`config.mk`:
```
export PLATFORM = sky130hd
export DESIGN_NAME = bus_copy_dma
export DESIGN_NICKNAME = d
export VERILOG_FILES = /design/src/rtl/bus_copy_dma.sv
export SDC_FILE = /design/constraint.sdc
export NUM_CORES = 1
export LEC_CHECK = 0
export ABC_CLOCK_PERIOD_IN_PS = 7100
export BUFFER_PORTS_ARGS = -buffer_cell sky130_fd_sc_hd__buf_2
export CAP_MARGIN = 10
export CORE_UTILIZATION = 45
export DETAILED_ROUTE_END_ITERATION = 10
export MAX_ROUTING_LAYER = met4
export PLACE_DENSITY = 0.68
export SLEW_MARGIN = 20
export SYNTH_ARGS = -nofsm -noshare
export SYNTH_HDL_FRONTEND = slang
export SYNTH_SLANG_ARGS = --single-unit
```
`constraint.sdc`:
```
create_clock -name clk -period 7.1 [get_ports clk]
set_clock_uncertainty 0.1 [all_clocks]
set_input_delay 0.355 -clock clk [delete_from_list [all_inputs] [get_ports clk]]
set_output_delay 0.355 -clock clk [all_outputs]
set_load 0.01 [all_outputs]
```
`src/rtl/bus_copy_dma.sv`:
```
// bus_copy_dma: word-by-word memory-to-memory copy engine acting as initiator
// on a PicoRV32 native memory bus, with abort, alignment check and bus timeout.
module bus_copy_dma #(
    parameter int LEN_BITS       = 10,
    parameter int TIMEOUT_CYCLES = 1024
) (
    input  logic                clk,
    input  logic                resetn,
    input  logic                start,
    input  logic                abort,
    input  logic [31:0]         src_addr,
    input  logic [31:0]         dst_addr,
    input  logic [LEN_BITS-1:0] len_words,
    output logic                busy,
    output logic                done,
    output logic                error,
    output logic                aborted,
    output logic [LEN_BITS-1:0] words_done,
    output logic                mem_valid,
    output logic                mem_instr,
    output logic [31:0]         mem_addr,
    output logic [31:0]         mem_wdata,
    output logic [3:0]          mem_wstrb,
    input  logic                mem_ready,
    input  logic [31:0]         mem_rdata
);
    localparam int TW = $clog2(TIMEOUT_CYCLES + 1);
    typedef enum logic [1:0] {IDLE, READ, WRITE, FINISH} state_t;
    state_t              state_q, state_d;
    logic [31:0]         src_q, src_d, dst_q, dst_d, addr_q, addr_d, wdata_q, wdata_d;
    logic [LEN_BITS-1:0] len_q, len_d, words_q, words_d;
    logic [3:0]          wstrb_q, wstrb_d;
    logic [TW-1:0]       tmo_q, tmo_d;
    logic                valid_q, valid_d, done_q, done_d, err_q, err_d;
    logic                abt_q, abt_d, pend_q, pend_d;
    logic                stall, expire, rd, last;
    assign stall      = valid_q && !mem_ready;
    assign expire     = stall && (tmo_q == TW'(TIMEOUT_CYCLES - 1));
    assign rd         = state_q == READ;
    assign last       = (words_q + LEN_BITS'(1)) == len_q;
    assign busy       = state_q != IDLE;
    assign done       = done_q;
    assign error      = err_q;
    assign aborted    = abt_q;
    assign words_done = words_q;
    assign mem_valid  = valid_q;
    assign mem_instr  = 1'b0;
    assign mem_addr   = addr_q;
    assign mem_wdata  = wdata_q;
    assign mem_wstrb  = wstrb_q;
    always_comb begin
        state_d = state_q;
        src_d   = src_q;
        dst_d   = dst_q;
        addr_d  = addr_q;
        wdata_d = wdata_q;
        len_d   = len_q;
        words_d = words_q;
        wstrb_d = wstrb_q;
        valid_d = valid_q;
        err_d   = err_q;
        abt_d   = abt_q;
        done_d  = 1'b0;
        pend_d  = pend_q || (abort && state_q != IDLE);
        tmo_d   = (stall && !expire) ? tmo_q + TW'(1) : '0;
        case (state_q)
            IDLE: if (start) begin
                src_d   = src_addr;
                dst_d   = dst_addr;
                len_d   = len_words;
                words_d = '0;
                err_d   = 1'b0;
                abt_d   = 1'b0;
                pend_d  = 1'b0;
                if (src_addr[1:0] != 2'b00 || dst_addr[1:0] != 2'b00) begin
                    err_d   = 1'b1;
                    state_d = FINISH;
                end else if (len_words == '0) begin
                    state_d = FINISH;
                end else begin
                    state_d = READ;
                    valid_d = 1'b1;
                    addr_d  = src_addr;
                    wstrb_d = 4'h0;
                end
            end
            // valid low here is the mandatory idle gap; the next transfer is issued from it
            READ, WRITE: if (!valid_q) begin
                if (pend_q || abort) begin
                    abt_d   = 1'b1;
                    state_d = FINISH;
                end else begin
                    valid_d = 1'b1;
                    addr_d  = rd ? src_q : dst_q;
                    wstrb_d = rd ? 4'h0 : 4'hF;
                end
            end else if (expire) begin
                valid_d = 1'b0;
                err_d   = 1'b1;
                state_d = FINISH;
            end else if (mem_ready) begin
                valid_d = 1'b0;
                if (rd) begin
                    wdata_d = mem_rdata;
                    src_d   = src_q + 32'd4;
                    state_d = WRITE;
                end else begin
                    dst_d   = dst_q + 32'd4;
                    words_d = words_q + LEN_BITS'(1);
                    state_d = last ? FINISH : READ;
                end
            end
            FINISH: begin
                done_d  = 1'b1;
                state_d = IDLE;
            end
            default: state_d = IDLE;
        endcase
    end
    always_ff @(posedge clk or negedge resetn) begin
        if (!resetn) begin
            state_q <= IDLE;
            src_q   <= '0;
            dst_q   <= '0;
            addr_q  <= '0;
            wdata_q <= '0;
            len_q   <= '0;
            words_q <= '0;
            wstrb_q <= '0;
            tmo_q   <= '0;
            valid_q <= 1'b0;
            done_q  <= 1'b0;
            err_q   <= 1'b0;
            abt_q   <= 1'b0;
            pend_q  <= 1'b0;
        end else begin
            state_q <= state_d;
            src_q   <= src_d;
            dst_q   <= dst_d;
            addr_q  <= addr_d;
            wdata_q <= wdata_d;
            len_q   <= len_d;
            words_q <= words_d;
            wstrb_q <= wstrb_d;
            tmo_q   <= tmo_d;
            valid_q <= valid_d;
            done_q  <= done_d;
            err_q   <= err_d;
            abt_q   <= abt_d;
            pend_q  <= pend_d;
        end
    end
endmodule

```
==> results.md, run 1 <==
- Largest area contributor in the netlist: dfrtp_1
- Die Area: 0.0208 mm^2
- Power Density: 502 mW/mm^2
- Clock Pin Slew Worst Setup and Hold Paths: 70 ps
- Combinational power share: 50.4%
- FILL cells: 1,832
- RePlAce Congestion: 0.830
- Final core utilization: 54.6%
- Post-synth EDFFs: 0
- GRT Util Overall: 23.3%
- WL final: 22,800 um
- Finished Layout Cells: 1,386
- DP HPWL: 15,900 um
- Cells after synthesis: 955
- CTS Buffer Depth: 2
- Crit. End Element: flip-flop
- Die width: 144 um
- H-tree levels: 4
- Vias: 7,705
- Synth unique cells: 63
- Final setup viols: 0
- Worst EP arrival: 3780 ps
- Nets: 1,227
- Ys flop type: dfrtp_1
- Area contributors post-synth: dfrtp_1 46%, mux2i_1 7.5%, nand2_1 5.5%
- Seq pwr share: 32.9%
- Critical Path Start Type: flip-flop
- Failing checks: hold timing
- Final slew viol count: 0
- Internal Dissipation: 2.97 mW
- Initial antenna violation count: 2
- Asr flop ratio synth: 100%
- Root Driver: clkbuf_16
- Mean post-synth cell area: 9.51 um^2
- Fmax: 0.281 GHz
- Wire per inst: 16.4 um
- Min Tclk post-route: 3560 ps
- Synthesis Warnings: 0
- Status: complete, but fails checks
- Post-synthesis register bit count: 167
- CTS Buf Count: 17
- Hold crit path type: input port to asynchronous set/reset pin
- Final ANT Viol Nets: 0
- Switch share: 44.9%
- DR vias/cell: 5.56
- Port bufs: 193
- Slew HR: 38.6%
- Final hold vios: 108
- Fin crit share: 50.2%
- Area delta synth->final: 18.1%
- Post-synth top cells: 167 x dfrtp_1, 134 x nand2_1, 89 x o21ai_0
- RSZ-0062 raised after global routing: no
- Chip Height: 144 um
- Least-Margin Pin Slew: 922 ps
- DRT iter0 DRCs: 605
- Core area: 0.0197 mm^2
- Kind of critical path: flip-flop to flip-flop
- Worst EP required: 7320 ps
- Post-CTS Setup Bufs: 0
- Post-synth top area share: 46.0%
- Post-cts sizing count: 0
- Clock Sinks: 167
- Post-Place Cells: 1,353
- MaxCap Viol Count: 0
- Leak pwr: 5.04 nW
- Largest net degree at the start of global routing: 110
- Top-Level Pins: 195
- Initial Util: 46.2%
- CTS tree: yes
- Layout cell share with drive strength beyond 1: 26.8%
- Core Rows: 51
- Clock group share of total power: 16.7%
- Net Sw Power: 2.42 mW
- Peak supply drop: 0.278 mV
- DRT Pass-1 Iters: 5
- CP max FO: 93
- Post-synthesis net count: 1,075
- Synthesized area: 0.00908 mm^2
- Post-CTS Hold Fix Bufs: 0
- Skew-Pair Late Insertion Delay: 430 ps
- Vias in the first global route: 7,037
- Fin Setup TNS: 0 ps
- GRT overflow: 0
- Drt drc: 0
- Sequential share of the synthesized area: 46.0%
- Final hold slack: -46.9 ps
- Count leader, synth: dfrtp_1
- First-pass GRT wire length: 36,400 um
==> flip-flops by register name (all words and copies together), names as in the netlist <==
register,cells
aborted,1
done,1
dst_q,32
error,1
len_q,10
mem_addr,32
mem_valid,1
mem_wdata,32
mem_wstrb,1
pend_q,1
src_q,32
state_q,2
tmo_q,11
words_done,10
==> through the flow <==
stage	hold WS (ps)	cell area, um^2	total power [mW]	worst slack, ps
floorplan	-40.6	9080	3.76	4860
global placement	357	10100	4.43	3500
detailed placement	365	10100	4.50	3470
CTS	8.87	10700	5.41	3440
global route	16.1	10700	5.85	3280
finish	-46.9	10700	5.38	3540
==> cell families (layout without fill, tap and decap cells) <==
| group | count (synthesis) | after routing | share of synthesized area (%) |
|---|---|---|---|
| flops | 167 | 167 | 46.0 |
| mux | 113 | 113 | 13.1 |
| simple gates | 311 | 311 | 16.8 |
| fa+ha+maj | 9 | 9 | 1.24 |
| other cells | 1 | 3 | 0.0413 |
| xor+xnor | 17 | 17 | 1.64 |
| compound gates | 255 | 255 | 16.9 |
| buf+inv | 82 | 246 | 4.23 |
==> final timing paths <==
path,from,endpoint,slack (ps),cells past startpoint
max,state_q[1]$_DFFE_PN0P_,mem_addr[2]$_DFFE_PN0P_,3540,8
min,resetn,len_q[9]$_DFFE_PN0P_,-50,1
max reg2reg,state_q[1]$_DFFE_PN0P_,mem_addr[2]$_DFFE_PN0P_,3540,8
min reg2reg,mem_addr[4]$_DFFE_PN0P_,mem_addr[4]$_DFFE_PN0P_,380,2
max in group asynchronous,resetn,words_done[6]$_DFFE_PN0P_,5640,2
min in group clk,mem_rdata[23],mem_wdata[23]$_DFFE_PN0P_,60,2
==> power groups by stage <==
stage,Combinational [mW],Sequential (mW),Clock [mW]
after floorplan,2.00,1.76,0
after global placement,2.67,1.77,0
after detailed placement,2.72,1.78,0
after CTS,2.73,1.76,0.921
after global routing,3.05,1.83,0.961
final,2.71,1.77,0.897
==> metal layers <==
layer | vias to the layer above | share of wire (%) | GRT usage, %
li1 | 3780 | - | -
met3 | 23 | 5.5 | 4.60
met5 | - | 0 | -
met4 | 0 | 1.4 | 6.61
met2 | 237 | 46 | 35.2
met1 | 3665 | 47 | 31.6
==> cell usage in the layout (no fill, tap or decap), types with 8 or more instances in the layout <==
master / synthesis / final
clkbuf_16: 0 / 17
xor2_1: 8 / 8
nand2_1: 134 / 134
dfrtp_1: 167 / 167
o21ai_2: 8 / 8
a21oi_1: 57 / 57
nor2_1: 35 / 35
buf_2: 12 / 192
nor3_1: 10 / 10
mux2i_1: 68 / 68
xnor2_1: 9 / 9
a22o_1: 12 / 12
nand4_1: 14 / 14
and3_1: 21 / 21
nand3_1: 50 / 50
inv_1: 15 / 15
and4_1: 11 / 11
o22ai_1: 51 / 51
o21ai_0: 89 / 89
a21o_1: 11 / 10
mux2_2: 44 / 44
==> final cells by class <==
cell class | count | area, um^2 | area share (%)
antenna | 2 | 5.00 | 0.0467
tap | 265 | 332 | 3.09
inverter | 15 | 56.3 | 0.525
sequential | 167 | 4180 | 39.0
clock inverter | 12 | 118 | 1.10
clock buffer | 19 | 453 | 4.22
multi-input combinational | 706 | 4560 | 42.5
timing repair buffer | 200 | 1030 | 9.58
==> critical path, stage by stage, from the launching register on <==
cell      delay (ps)
dfrtp_1          390
inv_1            120
ha_4             690
buf_4            830
mux2i_1          270
a21o_2           200
buf_4            530
a211oi_2          90
a21o_1           190
Note: power is estimated with default switching activity, not from simulation.
==> run 2: changes to the inputs <==
--- a/config.mk
+++ b/config.mk
@@ -5,13 +5,14 @@
 export SDC_FILE = /design/constraint.sdc
 export NUM_CORES = 1
 export LEC_CHECK = 0
-export ABC_CLOCK_PERIOD_IN_PS = 7100
+export ABC_AREA = 1
+export ABC_CLOCK_PERIOD_IN_PS = 3170
 export BUFFER_PORTS_ARGS = -buffer_cell sky130_fd_sc_hd__buf_2
 export CAP_MARGIN = 10
 export CORE_UTILIZATION = 45
 export DETAILED_ROUTE_END_ITERATION = 10
 export MAX_ROUTING_LAYER = met4
-export PLACE_DENSITY = 0.68
+export PLACE_DENSITY = 0.7
 export SLEW_MARGIN = 20
 export SYNTH_ARGS = -nofsm -noshare
 export SYNTH_HDL_FRONTEND = slang
==> constraint.sdc (replaced) <==
create_clock -name clk -period 3.17 [get_ports clk]
set_clock_uncertainty 0.1 [all_clocks]
set_input_delay 0.1585 -clock clk [delete_from_list [all_inputs] [get_ports clk]]
set_output_delay 0.1585 -clock clk [all_outputs]
set_load 0.01 [all_outputs]
==> run 2 against run 1 <==
  * The run now ends clean
  * Global-route usage rose by 4.1 points
  * Worst hold slack improved by 53 ps
  * Count of clock-buffer cells in the layout rose by 1
  * Register-to-register slack got worse by 3100 ps
  * Total power rose by 130%
  * Largest cell class unchanged
==> results.md, run 2 <==
- Min Tclk post-route: 2700 ps (was 3560 ps)
- Initial antenna violation count: 1 (was 2)
- Met1 GRT Util: 34.4% (was 31.6%)
- Wire per inst: 15.7 um (was 16.4 um)
- Area delta synth->final: 28.5% (was 18.1%)
- CTS Buffer Depth: 2 (unchanged)
- Met2 usage: 44.4% (was 35.2%)
- Post-synth top cells: 266 x nand2_1, 167 x dfrtp_1, 138 x inv_1 (was 167 x dfrtp_1, 134 x nand2_1, 89 x o21ai_0)
- Cells after synthesis: 1,199 (was 955)
- Sequential share of the synthesized area: 44.8% (was 46.0%)
- Root Driver: clkbuf_16 (unchanged)
- RSZ-0062 raised after global routing: no (unchanged)
- Most used routing layer in global routing: met2 (unchanged)
- DRT iter0 DRCs: 716 (was 605)
- Met3 usage: 5.20% (was 4.60%)
- Nets: 1,584 (was 1,227)
- Post-Place Worst Slack: 441 ps (was 3470 ps)
- Area contributors post-synth: dfrtp_1 45%, nand2_1 11%, o21ai_0 7.1% (was dfrtp_1 46%, mux2i_1 7.5%, nand2_1 5.5%)
- WL final: 27,400 um (was 22,800 um)
- Slew HR: 52.9% (was 38.6%)
- Clock Sinks: 167 (unchanged)
- Post-CTS Hold Fix Bufs: 91 (was 0)
- Final hold vios: 0 (was 108)
- Least-Margin Pin Slew: 704 ps (was 922 ps)
- RePlAce Congestion: 0.893 (was 0.830)
- Largest area contributor in the netlist: dfrtp_1 (unchanged)
- GRT Util Overall: 27.4% (was 23.3%)
- Fin Setup TNS: 0 ps (unchanged)
- Layout cell share with drive strength beyond 1: 19.9% (was 26.8%)
- Kind of critical path: flip-flop to flip-flop (unchanged)
- Post-synthesis net count: 1,319 (was 1,075)
- Hold crit path type: input port to flip-flop (was input port to asynchronous set/reset pin)
- DP HPWL: 19,000 um (was 15,900 um)
- Mean post-synth cell area: 7.77 um^2 (was 9.51 um^2)
- Post-cts sizing count: 0 (unchanged)
- Vias in the first global route: 8,875 (was 7,037)
- Post-synth top area share: 44.8% (was 46.0%)
- CTS Buf Count: 17 (unchanged)
- Post-CTS Setup Bufs: 0 (unchanged)
- Cell depth of the worst hold path: 5
- Commonest non-fill, non-tap cell in the layout: nand2_1 (was buf_2)
- Final ANT Viol Nets: 0 (unchanged)
- Synthesis Warnings: 0 (unchanged)
- DRT Pass-1 Iters: 5 (unchanged)
- CP max FO: 16 (was 93)
- Initial Util: 45.9% (was 46.2%)
- FILL cells: 1,834 (was 1,832)
- Peak supply drop: 0.720 mV (was 0.278 mV)
- Leak pwr: 5.86 nW (was 5.04 nW)
- Critical Path Start Type: flip-flop (unchanged)
- GRT overflow: 0 (unchanged)
- First-pass GRT wire length: 44,800 um (was 36,400 um)
- Worst EP arrival: 2950 ps (was 3780 ps)
- Fmax: 0.370 GHz (was 0.281 GHz)
- CTS tree: yes (unchanged)
- Synthesized area: 0.00932 mm^2 (was 0.00908 mm^2)
- Ys flop type: dfrtp_1 (unchanged)
- Core area: 0.0203 mm^2 (was 0.0197 mm^2)
- R2r worst-path depth: 10 (was 8)
- Die Area: 0.0213 mm^2 (was 0.0208 mm^2)
- Port bufs: 193 (unchanged)
- Clock Pin Slew Worst Setup and Hold Paths: 70 ps (about the same)
- Asr flop ratio synth: 100% (unchanged)
- Crit path cell chain: inv_1 -> ha_1 -> nand2_1 -> o21ai_2 -> nand2_1 -> nor3_4 -> nand2_2 -> inv_1 -> nand3_1 -> o21ai_0 (was inv_1 -> ha_4 -> buf_4 -> mux2i_1 -> a21o_2 -> buf_4 -> a211oi_2 -> a21o_1)
- Crit. End Element: flip-flop (unchanged)
- Top-Level Pins: 195 (unchanged)
- Critical Path Max Stage Delay: 570 ps (was 830 ps)
- Final setup margin: 468 ps (was 3540 ps)
- Worst EP required: 3420 ps (was 7320 ps)
- Final setup viols: 0 (unchanged)
- CP max-delay cell: nor3_4 (was buf_4)
- Largest net degree at the start of global routing: 70 (was 110)
- Synth unique cells: 48 (was 63)
- Post-synthesis register bit count: 167 (unchanged)
- DR vias/cell: 5.16 (was 5.56)
- MaxCap Viol Count: 0 (unchanged)
- Final slew viol count: 0 (unchanged)
- H-tree levels: 4 (unchanged)
- Status: finished, final reports clean (was complete, but fails checks)
- Drt drc: 0 (unchanged)
- Count leader, synth: nand2_1 (was dfrtp_1)
- Power Density: 1050 mW/mm^2 (was 502 mW/mm^2)
- Skew-Pair Late Insertion Delay: 440 ps (was 430 ps)
- Chip Height: 146 um (was 144 um)
- Fin crit share: 85.2% (was 50.2%)
- Most frequent cells in the layout: 266 x nand2_1, 192 x buf_2, 167 x dfrtp_1, 138 x inv_1, 133 x o21ai_0 (was 192 x buf_2, 167 x dfrtp_1, 134 x nand2_1, 89 x o21ai_0, 68 x mux2i_1)
- Post-synth EDFFs: 0 (unchanged)
- Core Rows: 52 (was 51)
- Vias: 9,022 (was 7,705)
- Die width: 146 um (was 144 um)
[run 2: changes by cell type in the layout (fill, tap and decap cells not counted), moves of 11 or more]
cell           before  now
dlygate4sd3_1       0   91
a22oi_1             0   14
nand2_1           134  266
a22o_1             12    1
o22ai_1            51   19
inv_1              15  138
a21oi_1            57   77
o21ai_0            89  133
nor2_1             35  104
and4_1             11    0
xor2_1              8   21
mux2i_1            68    0
and3_1             21    2
[run 2: final timing paths]
path	slack, ps	startpoint	to
hold reg to reg	360	tmo_q[0]$_DFF_PN0_	tmo_q[0]$_DFF_PN0_
min in group asynchronous	210	resetn	words_done[6]$_DFFE_PN0P_
max in group asynchronous	1960	resetn	mem_addr[12]$_DFFE_PN0P_
setup reg to reg	470	state_q[0]$_DFFE_PN0P_	words_done[7]$_DFFE_PN0P_
setup / recovery	470	state_q[0]$_DFFE_PN0P_	words_done[7]$_DFFE_PN0P_
hold / removal	6	src_addr[8]	src_q[8]$_DFFE_PN0P_
[run 2: cell type report]
| cell class | instances | area [um^2] | share of cell area (%) |
|---|---|---|---|
| multi-input combinational | 837 | 4350 | 36.3 |
| inverter | 143 | 537 | 4.48 |
| sequential | 167 | 4180 | 34.9 |
| antenna | 1 | 2.50 | 0.0209 |
| tap | 270 | 338 | 2.82 |
| timing repair buffer | 298 | 2010 | 16.8 |
| clock buffer | 20 | 437 | 3.64 |
| clock inverter | 11 | 126 | 1.05 |
[run 2: cells by family after synthesis]
| kind of cell | count (synthesis) | synth area share, % |
|---|---|---|
| AND/OR/NAND/NOR | 493 | 22.8 |
| AO/OA/AOI/OAI | 277 | 16.2 |
| buffers and inverters | 195 | 8.64 |
| flip-flops | 167 | 44.8 |
| multiplexers | 34 | 4.11 |
| XOR/XNOR | 23 | 2.16 |
| adder cells (fa/ha/maj) | 9 | 1.21 |
| other | 1 | 0.0402 |
[run 2: metal layers]
metal  part of all wire (%)  vias up
li1                       -     4480
met1                     43     4169
met2                     48      333
met5                      0        -
met4                    1.9        0
met3                    6.4       40
[run 2: report_power, final]
group	internal (mW)	leakage (nW)	switching, mW
logic	2.40	3.54	4.32
clock network	1.16	0.263	0.882
registers	3.11	2.06	0.725
[run 2: worst max-delay path, delay by kind of cell, from the launching register on]
kind                     cells  cell delay, ps
AND/OR/NAND/NOR              5            1220
flip-flops                   1             410
buffers and inverters        2             340
adder cells (fa/ha/maj)      1             330
AO/OA/AOI/OAI                2             200
[run 2: through the flow]
stage / std cells / util (%) / total power [mW] / instance area [um^2] / hold WS (ps)
after global routing: 1747 / 59.0 / 13.7 / 12000 / 30.4
after floorplan: 1199 / - / 8.49 / 9320 / -237
after detailed placement: 1624 / 51.8 / 10.4 / 10500 / 137
final: 1747 / 59.0 / 12.6 / 12000 / 6.22
after CTS: 1746 / 59.0 / 12.6 / 12000 / 0.325
after global placement: 1624 / 51.8 / 10.3 / 10500 / 127
